## config.mk

```make
export PLATFORM = sky130hd
export DESIGN_NAME = alu_flat
export DESIGN_NICKNAME = d
export VERILOG_FILES = /design/src/rtl/alu_if.sv /design/src/rtl/alu.sv /design/src/flat_wrapper.sv
export SDC_FILE = /design/constraint.sdc
export NUM_CORES = 1
export LEC_CHECK = 0
export ABC_AREA = 0
export ABC_CLOCK_PERIOD_IN_PS = 800
export BUFFER_PORTS_ARGS = -buffer_cell sky130_fd_sc_hd__buf_2
export CORE_AREA = 2 2 78 80
export DETAILED_ROUTE_END_ITERATION = 8
export DIE_AREA = 0 0 80 82
export GPL_TIMING_DRIVEN = 0
export PLACE_DENSITY = 0.53
export SETUP_SLACK_MARGIN = 0.1
export SYNTH_ARGS = -nofsm -noshare
export SYNTH_HDL_FRONTEND = slang
export SYNTH_SLANG_ARGS = --single-unit
```

## constraint.sdc

```tcl
create_clock -name master_clk -period 0.8 [get_ports master_clk]
set_clock_uncertainty 0.1 [all_clocks]
set_input_delay 0.16 -clock master_clk [delete_from_list [all_inputs] [get_ports master_clk]]
set_output_delay 0.16 -clock master_clk [all_outputs]
set_load 0.02 [all_outputs]
```

## src/rtl/alu_if.sv

```systemverilog
// ALU operand/result bundle. The master side drives opcode, operands and
// incoming flags; the slave side (the ALU) returns the registered result and flags.
interface alu_if;
  logic [3:0] oper;
  logic [7:0] a_in;
  logic [7:0] b_in;
  logic [3:0] proc_flags_in;
  logic [7:0] out;
  logic [3:0] proc_flags_out;

  modport master (output oper, a_in, b_in, proc_flags_in, input out, proc_flags_out);
  modport slave  (input oper, a_in, b_in, proc_flags_in, output out, proc_flags_out);
endinterface

```

## src/rtl/alu.sv

```systemverilog
// 8-bit ALU with a one-cycle registered result and Z/C/V/N flags.
// Optional macro ALU_ROTATE_EN enables rol/ror; otherwise those opcodes act as reserved.
module alu (
  input  logic   master_clk,
  input  logic   master_rst_n,
  alu_if.slave   bus
);
  typedef enum logic [3:0] {
    OP_ADD = 4'd0,  OP_ADC = 4'd1,  OP_SUB = 4'd2,  OP_SBC = 4'd3,
    OP_CMP = 4'd4,  OP_AND = 4'd5,  OP_ORR = 4'd6,  OP_XOR = 4'd7,
    OP_LSL = 4'd8,  OP_LSR = 4'd9,  OP_ASR = 4'd10, OP_ROL = 4'd11,
    OP_ROR = 4'd12, OP_NOT = 4'd13, OP_CPY = 4'd14, OP_RSV = 4'd15
  } op_e;

  op_e        op;
  logic [7:0] a, b, bx;
  logic       cin, cx, is_sub;
  logic [8:0] sum;
  logic       arith_v;
  logic [7:0] res, out_d;
  logic       c_o, v_o, rsv;
  logic [3:0] flags_d;

  assign op  = op_e'(bus.oper);
  assign a   = bus.a_in;
  assign b   = bus.b_in;
  assign cin = bus.proc_flags_in[1];

  // One shared adder: subtraction is a + ~b + carry, so C=1 means no borrow.
  assign is_sub  = (op == OP_SUB) || (op == OP_SBC) || (op == OP_CMP);
  assign bx      = is_sub ? ~b : b;
  assign cx      = (op == OP_ADD) ? 1'b0 : ((op == OP_SUB) || (op == OP_CMP)) ? 1'b1 : cin;
  assign sum     = {1'b0, a} + {1'b0, bx} + {8'b0, cx};
  assign arith_v = (a[7] == bx[7]) && (sum[7] != a[7]);

  always_comb begin
    res   = 8'h00;
    c_o   = cin;
    v_o   = bus.proc_flags_in[2];
    rsv   = 1'b0;
    case (op)
      OP_ADD, OP_ADC, OP_SUB, OP_SBC, OP_CMP: begin
        res = sum[7:0];
        c_o = sum[8];
        v_o = arith_v;
      end
      OP_AND: res = a & b;
      OP_ORR: res = a | b;
      OP_XOR: res = a ^ b;
      OP_LSL: begin res = {a[6:0], 1'b0}; c_o = a[7]; end
      OP_LSR: begin res = {1'b0, a[7:1]}; c_o = a[0]; end
      OP_ASR: begin res = {a[7], a[7:1]}; c_o = a[0]; end
`ifdef ALU_ROTATE_EN
      OP_ROL: begin res = {a[6:0], cin}; c_o = a[7]; end
      OP_ROR: begin res = {cin, a[7:1]}; c_o = a[0]; end
`endif
      OP_NOT: res = ~a;
      OP_CPY: res = b;
      default: rsv = 1'b1;
    endcase
  end

  // cmp keeps a_in on the bus but its flags still describe the difference.
  assign out_d   = (op == OP_CMP) ? a : res;
  assign flags_d = rsv ? bus.proc_flags_in : {res[7], v_o, c_o, (res == 8'h00)};

  always_ff @(posedge master_clk or negedge master_rst_n) begin
    if (!master_rst_n) begin
      bus.out            <= 8'h00;
      bus.proc_flags_out <= 4'h0;
    end else begin
      bus.out            <= out_d;
      bus.proc_flags_out <= flags_d;
    end
  end
endmodule

```

## src/flat_wrapper.sv

```systemverilog
// flat-port wrapper written by rule: the top's interface ports become plain ports
module alu_flat 
  (master_clk, master_rst_n, bus_oper, bus_a_in, bus_b_in, bus_proc_flags_in, bus_out, bus_proc_flags_out);
  alu_if bus_i ();
  input  logic master_clk;
  input  logic master_rst_n;
  input wire logic [$bits(bus_i.oper)-1:0] bus_oper;
  input wire logic [$bits(bus_i.a_in)-1:0] bus_a_in;
  input wire logic [$bits(bus_i.b_in)-1:0] bus_b_in;
  input wire logic [$bits(bus_i.proc_flags_in)-1:0] bus_proc_flags_in;
  output wire logic [$bits(bus_i.out)-1:0] bus_out;
  output wire logic [$bits(bus_i.proc_flags_out)-1:0] bus_proc_flags_out;
  assign bus_i.oper = bus_oper;
  assign bus_i.a_in = bus_a_in;
  assign bus_i.b_in = bus_b_in;
  assign bus_i.proc_flags_in = bus_proc_flags_in;
  assign bus_out = bus_i.out;
  assign bus_proc_flags_out = bus_i.proc_flags_out;
  alu u_core (.master_clk(master_clk), .master_rst_n(master_rst_n), .bus(bus_i));
endmodule
```

-- Yosys cells after proc, flatten, opt, wreduce, memory -nomap -nowiden
Cells that the tools add are included.
Widths: inputs -> output; s select.
- logic and storage cells: 40
- register bits after elaboration: 12
- add/subtract/negate cells: 2
- reduce and logical (&&, ||, !) cells: 9
- bitwise operators: 5
- equal/unequal tests: 14
- muxes and demuxes: 8
- operator list (kind ; count):
    $pmux 8 s9 ; 1
    $eq 4x4->1 const B ; 5
    $eq 4x3->1 const B ; 4
    $mux 8 ; 2
    $not 8->8 ; 2
    $reduce_or 13->1 ; 1
    $add 8x8->9 ; 1
    $add 9x1->9 ; 1
    $and 8x8->8 ; 1
    $eq 4x2->1 const B ; 2
    $logic_not 8->1 ; 1
    $or 8x8->8 ; 1
    $xor 8x8->8 ; 1
    $reduce_or 5->1 ; 1
    $eq 4x1->1 const B ; 1
    $logic_not 4->1 ; 1
    $mux 4 ; 1
    $logic_or 1x1->1 ; 3
    $mux 1 ; 3
    $pmux 1 s3 ; 1
    $reduce_or 2->1 ; 1
    $eq 1x1->1 ; 1
    $logic_and 1x1->1 ; 1
    $ne 1x1->1 ; 1

-- Longest topological paths before layout
- word-level depth: 10
- gate-level depth with buffers: 14
- gate-level depth less buffers: 12

-- Worst setup path before layout
OpenSTA, ideal clock, no wires.
- kind: in2reg
- from: in bus_oper[1]
- to: reg u_core.bus.proc_flags_out[0]
- stages on the path: 14
- slack: -2.557 ns
- required time: 0.579 ns
- library setup time: 0.121 ns
- data arrival time: 3.135 ns
- buffers on the path: 2
- cell sequence: buf_2 buf_2 nor2_1 mux2i_1 nor2_2 xnor2_1 fa_1 fa_1 a211oi_1 o21ai_0 and3_1 o31ai_1 a211oi_1 a32o_2
- longest elaborated chain between the ends: 9
- elaborated cells between the ends (all ways): 26
- ends and longest elaborated chain (what ; RTL line ; source):
    from (decl) ; flat_wrapper.sv:7 ; input wire logic [$bits(bus_i.oper)-1:0] bus_oper;
    $eq 4x2->1 (on tied branches) ; alu.sv:30, alu.sv:32, alu.sv:41 ;
    $logic_or 1x1->1 (2 in series) ; alu.sv:30 ; assign is_sub = (op == OP_SUB) || (op == OP_SBC) || (op == OP_CMP);
    $mux 8 ; alu.sv:31 ; assign bx = is_sub ? ~b : b;
    $add 8x8->9 ; alu.sv:33 ; assign sum = {1'b0, a} + {1'b0, bx} + {8'b0, cx};
    $add 9x1->9 ; alu.sv:33 ;
    $pmux 8 s9 ; alu.sv:41 ; case (op)
    $logic_not 8->1 ; alu.sv:65 ; assign flags_d = rsv ? bus.proc_flags_in : {res[7], v_o, c_o, (res == 8'h00)};
    $mux 4 (*) ; alu.sv:65 ;
    named net u_core.flags_d[0] ; alu.sv:22 ; logic [3:0] flags_d;
    to (signal assigned) ; alu.sv:73 ; bus.proc_flags_out <= flags_d;
    to (decl) ; alu_if.sv:12 ; modport slave (input oper, a_in, b_in, proc_flags_in, output out, proc_flags_out);
The timed path passes the listed nets; every way through them passes the cells marked *.

-- Worst setup path in the final report
Ends and elaborated chain as after synthesis.

==> flow_summary.yaml <==
logic_synthesis:
  synth.avg_cell_area_um2: 8.146
  yosys_warnings: 0
  synth.area.top_cells: "dfrtp_1 (15%), ha_1 (15%), xnor2_1 (5.8%), a21oi_1 (5.4%), nor2_1 (3.6%)"
  synthDistinctLibCells: 65
  syn_area_um2: 1963
  seq_area_frac_synth: 0.1530
  synthArstFlopShare: 1.000
  synth_top_area_share: 0.1530
  syn_nets: 292
  ys_ff_latch: 12
  synth_edf_count: 0
  synth_flop_cell: "dfrtp_1"
  netlist_instances: 241
  yosys.area.top_type: "dfrtp_1"
sta:
  maxSlewHeadroom: 0.4356
  setup_ws_ns: -2.103
  finalSetupViolations: 24
  max_freq_mhz: 344.4
  hold_slack_ns: 0.03093
  final.period_utilization: 3.629
  tightest_slew_ns: 0.8435
  rsz0062_at_grt: "yes"
  slew_violations: 0
  hold_viol: 0
  period_needed_ns: 2.903
pwr:
  peakVddDrop_v: 0.001083
  power_density_nw_per_um2: 1280
  power_leakage_uw: 0.001232
  finalPower_uw: 3552
worst_setup_path:
  worstPathArrival_ns: 2.93
  path_buf_inv: 3
  cp-start-kind: "input port"
  cp_max_fo: 4
  cp-end-kind: "flop"
  cp_slowest_stage_delay_ns: 0.42
  cp_top_family: "compound AO/OA/AOI/OAI gates"
  crit_type: "in2reg"
  crit_required_ns: 0.83
  path_cells: "buf_8 -> buf_6 -> buf_12 -> nor2_4 -> mux2i_4 -> nor2_4 -> xnor2_2 -> fa_2 -> fa_2 -> a211oi_2 -> o21ai_2 -> and3_2 -> o31ai_4 -> a211oi_1 -> a32o_2"
  crit_slowest_cell: "fa_2"
worst_hold_path:
  min_path_type: "in2reg"
place:
  place_congestion: 0.8732
  place_hpwl_um: 4974
  io_buffers: 37
  placed_cell_area_um2: 2326
floorplanning:
  row_count: 28
  die_area_um2: 6560
  die_h_um: 82
  die_w_um: 80
  start_util: 0.3417
  ioPinCount: 38
  coreArea_um2: 5746
drt:
  postRouteAntennaNets: 0
  drt_iter0_drc: 129
  dr.pass1.iters: 4
  wl_per_cell_um: 17.98
  totalWireLength_um: 6708
  drc: 0
  avgViaCountPerCell: 5.566
  vias: 2076
cts:
  cts-root-buf: "clkbuf_8"
  cts.sinks: 12
  max-clock-path-buffers: 2
  cts_htree_levels: 1
  cts_made_buffers: 3
  cts_tree: "done"
  clkTransAtPathRegs_ns: 0.05
final_layout:
  stdcell_area_um2: 2775
  final_util: 0.4830
  nets: 350
  diodes: 0
  layout-drive-gt1-share: 0.3624
  areaGrowthSynthToFinish_pct: 41.36
run:
  cap_violations: 0
grt:
  grt_max_degree: 13
  grt_use_total: 0.2128
  grt_pass1_wl_um: 10660
  grt_overflow_total: 0
  grt_antenna_before_repair: 0
  grt_pass1_vias: 2058
run_status:
  status: "finished, violations left"
  violations: "setup timing"
metrics by stage:
step	cells	setup WS, ns	setup TNS [ns]
3_5_place_dp	353	-3.031	-29.68
6_report	373	-2.103	-23.73
3_3_place_gp	353	-2.992	-29.22
5_1_grt	373	-2.192	-25.08
2_1_floorplan	241	-2.164	-21.64
4_1_cts	373	-2.158	-23.76
report_power, final:
group	switching (µW)	internal (µW)	leakage [µW]
logic	1130	1020	0.00105
registers	47.3	712	0.000149
clock network	212	434	0.0000288
total	1390	2160	0.00123
state kept, by name, indices dropped and copies added, names as in the netlist:
name and count:
u_core.bus.proc_flags_out 4, u_core.bus.out 8
Yosys cell counts (2+ instances only):
| master | instances |
|---|---|
| a211oi_1 | 4 |
| a21o_1 | 2 |
| a21oi_1 | 21 |
| a221oi_1 | 2 |
| a2bb2oi_1 | 2 |
| a31oi_1 | 2 |
| a32o_1 | 2 |
| a32oi_1 | 2 |
| buf_2 | 7 |
| buf_4 | 2 |
| buf_6 | 3 |
| dfrtp_1 | 12 |
| fa_1 | 2 |
| ha_1 | 23 |
| inv_1 | 18 |
| mux2_2 | 3 |
| nand2_1 | 11 |
| nand2b_1 | 7 |
| nand3_1 | 6 |
| nand3b_1 | 8 |
| nand4b_1 | 4 |
| nor2_1 | 19 |
| nor2b_1 | 2 |
| nor3_1 | 2 |
| nor4_1 | 2 |
| o21a_1 | 2 |
| o21ai_0 | 8 |
| o21ai_1 | 3 |
| o22a_1 | 2 |
| o22ai_1 | 4 |
| o31ai_1 | 2 |
| or2_1 | 3 |
| or2_2 | 2 |
| or3b_1 | 3 |
| or4bb_1 | 2 |
| xnor2_1 | 13 |
final timing paths:
check	startpoint	endpoint	slack, ns	depth (start not counted)
worst max-delay path	bus_oper[1]	u_core.bus.proc_flags_out[0]	-2.10	15
worst min-delay path	bus_proc_flags_in[3]	u_core.bus.proc_flags_out[3]	0.03	3
max in group asynchronous	master_rst_n	u_core.bus.proc_flags_out[2]	0.21	2
min in group asynchronous	master_rst_n	u_core.bus.proc_flags_out[0]	0.22	2
tightest hold or removal path: stages:
cell     delay, ns
buf_2         0.08
nand2_1       0.04
nand2_1       0.06
layer usage:
metal  vias up  global-route usage  routed length [µm]  part of all wire
met5         -                   0                   0                 0
met4         0             0.04915                  76             0.011
met3         6             0.02308                 239             0.036
met2        64              0.3567                3283              0.49
met1      1011              0.2941                3108              0.46
li1        995                   -                   -                 -
layout by cell type (no fill, tap or decap), types with 3 or more instances in the layout:
cell type	synthesis	routed
buf_12	0	3
nand2_1	11	10
o21ai_0	8	5
a21oi_2	0	3
buf_8	0	5
a211oi_1	4	3
o22ai_1	4	4
or3b_1	3	3
o21ai_1	3	4
or2_1	3	3
buf_4	2	14
nand3b_1	8	8
ha_1	23	23
buf_2	7	22
nand2b_1	7	7
buf_6	3	18
clkbuf_8	0	4
xnor2_2	1	4
xnor2_1	13	10
nand3_1	6	6
dfrtp_1	12	12
inv_1	18	17
nor2_1	19	17
a21oi_1	21	18
nand4b_1	4	4
layout make-up:
cell class / count / area [µm²]
plain buffers: 13 / 158.9
clock buffers: 4 / 55.05
fillers: 602 / 2970
inverters: 19 / 71.32
multi-input cells: 197 / 1673
flip-flops and latches: 12 / 300.3
well taps: 75 / 93.84
repair buffers: 53 / 422.9
kinds of logic (layout without fill, tap and decap cells):
logic type,count (synthesis),after routing,share of synthesized area
AND/OR/NAND/NOR,80,80,0.2447
multiplexers,5,5,0.02995
XOR/XNOR,15,15,0.07075
buffers and inverters,32,89,0.08093
AO/OA/AOI/OAI,72,72,0.2537
flip-flops,12,12,0.1530
adder cells (fa/ha/maj),25,25,0.1670
what timing repair did:
| item | 4_1_cts | 5_1_grt |
|---|---|---|
| hold buffers | 1 | 0 |
| setup buffers | 15 | 0 |
| hold endpoints to repair | 12 | 0 |
| gates resized for setup | 53 | 15 |
| pin swaps | 19 | 8 |
| endpoints found under the setup margin | 24 | 36 |
(Power assumes the default switching activity.)
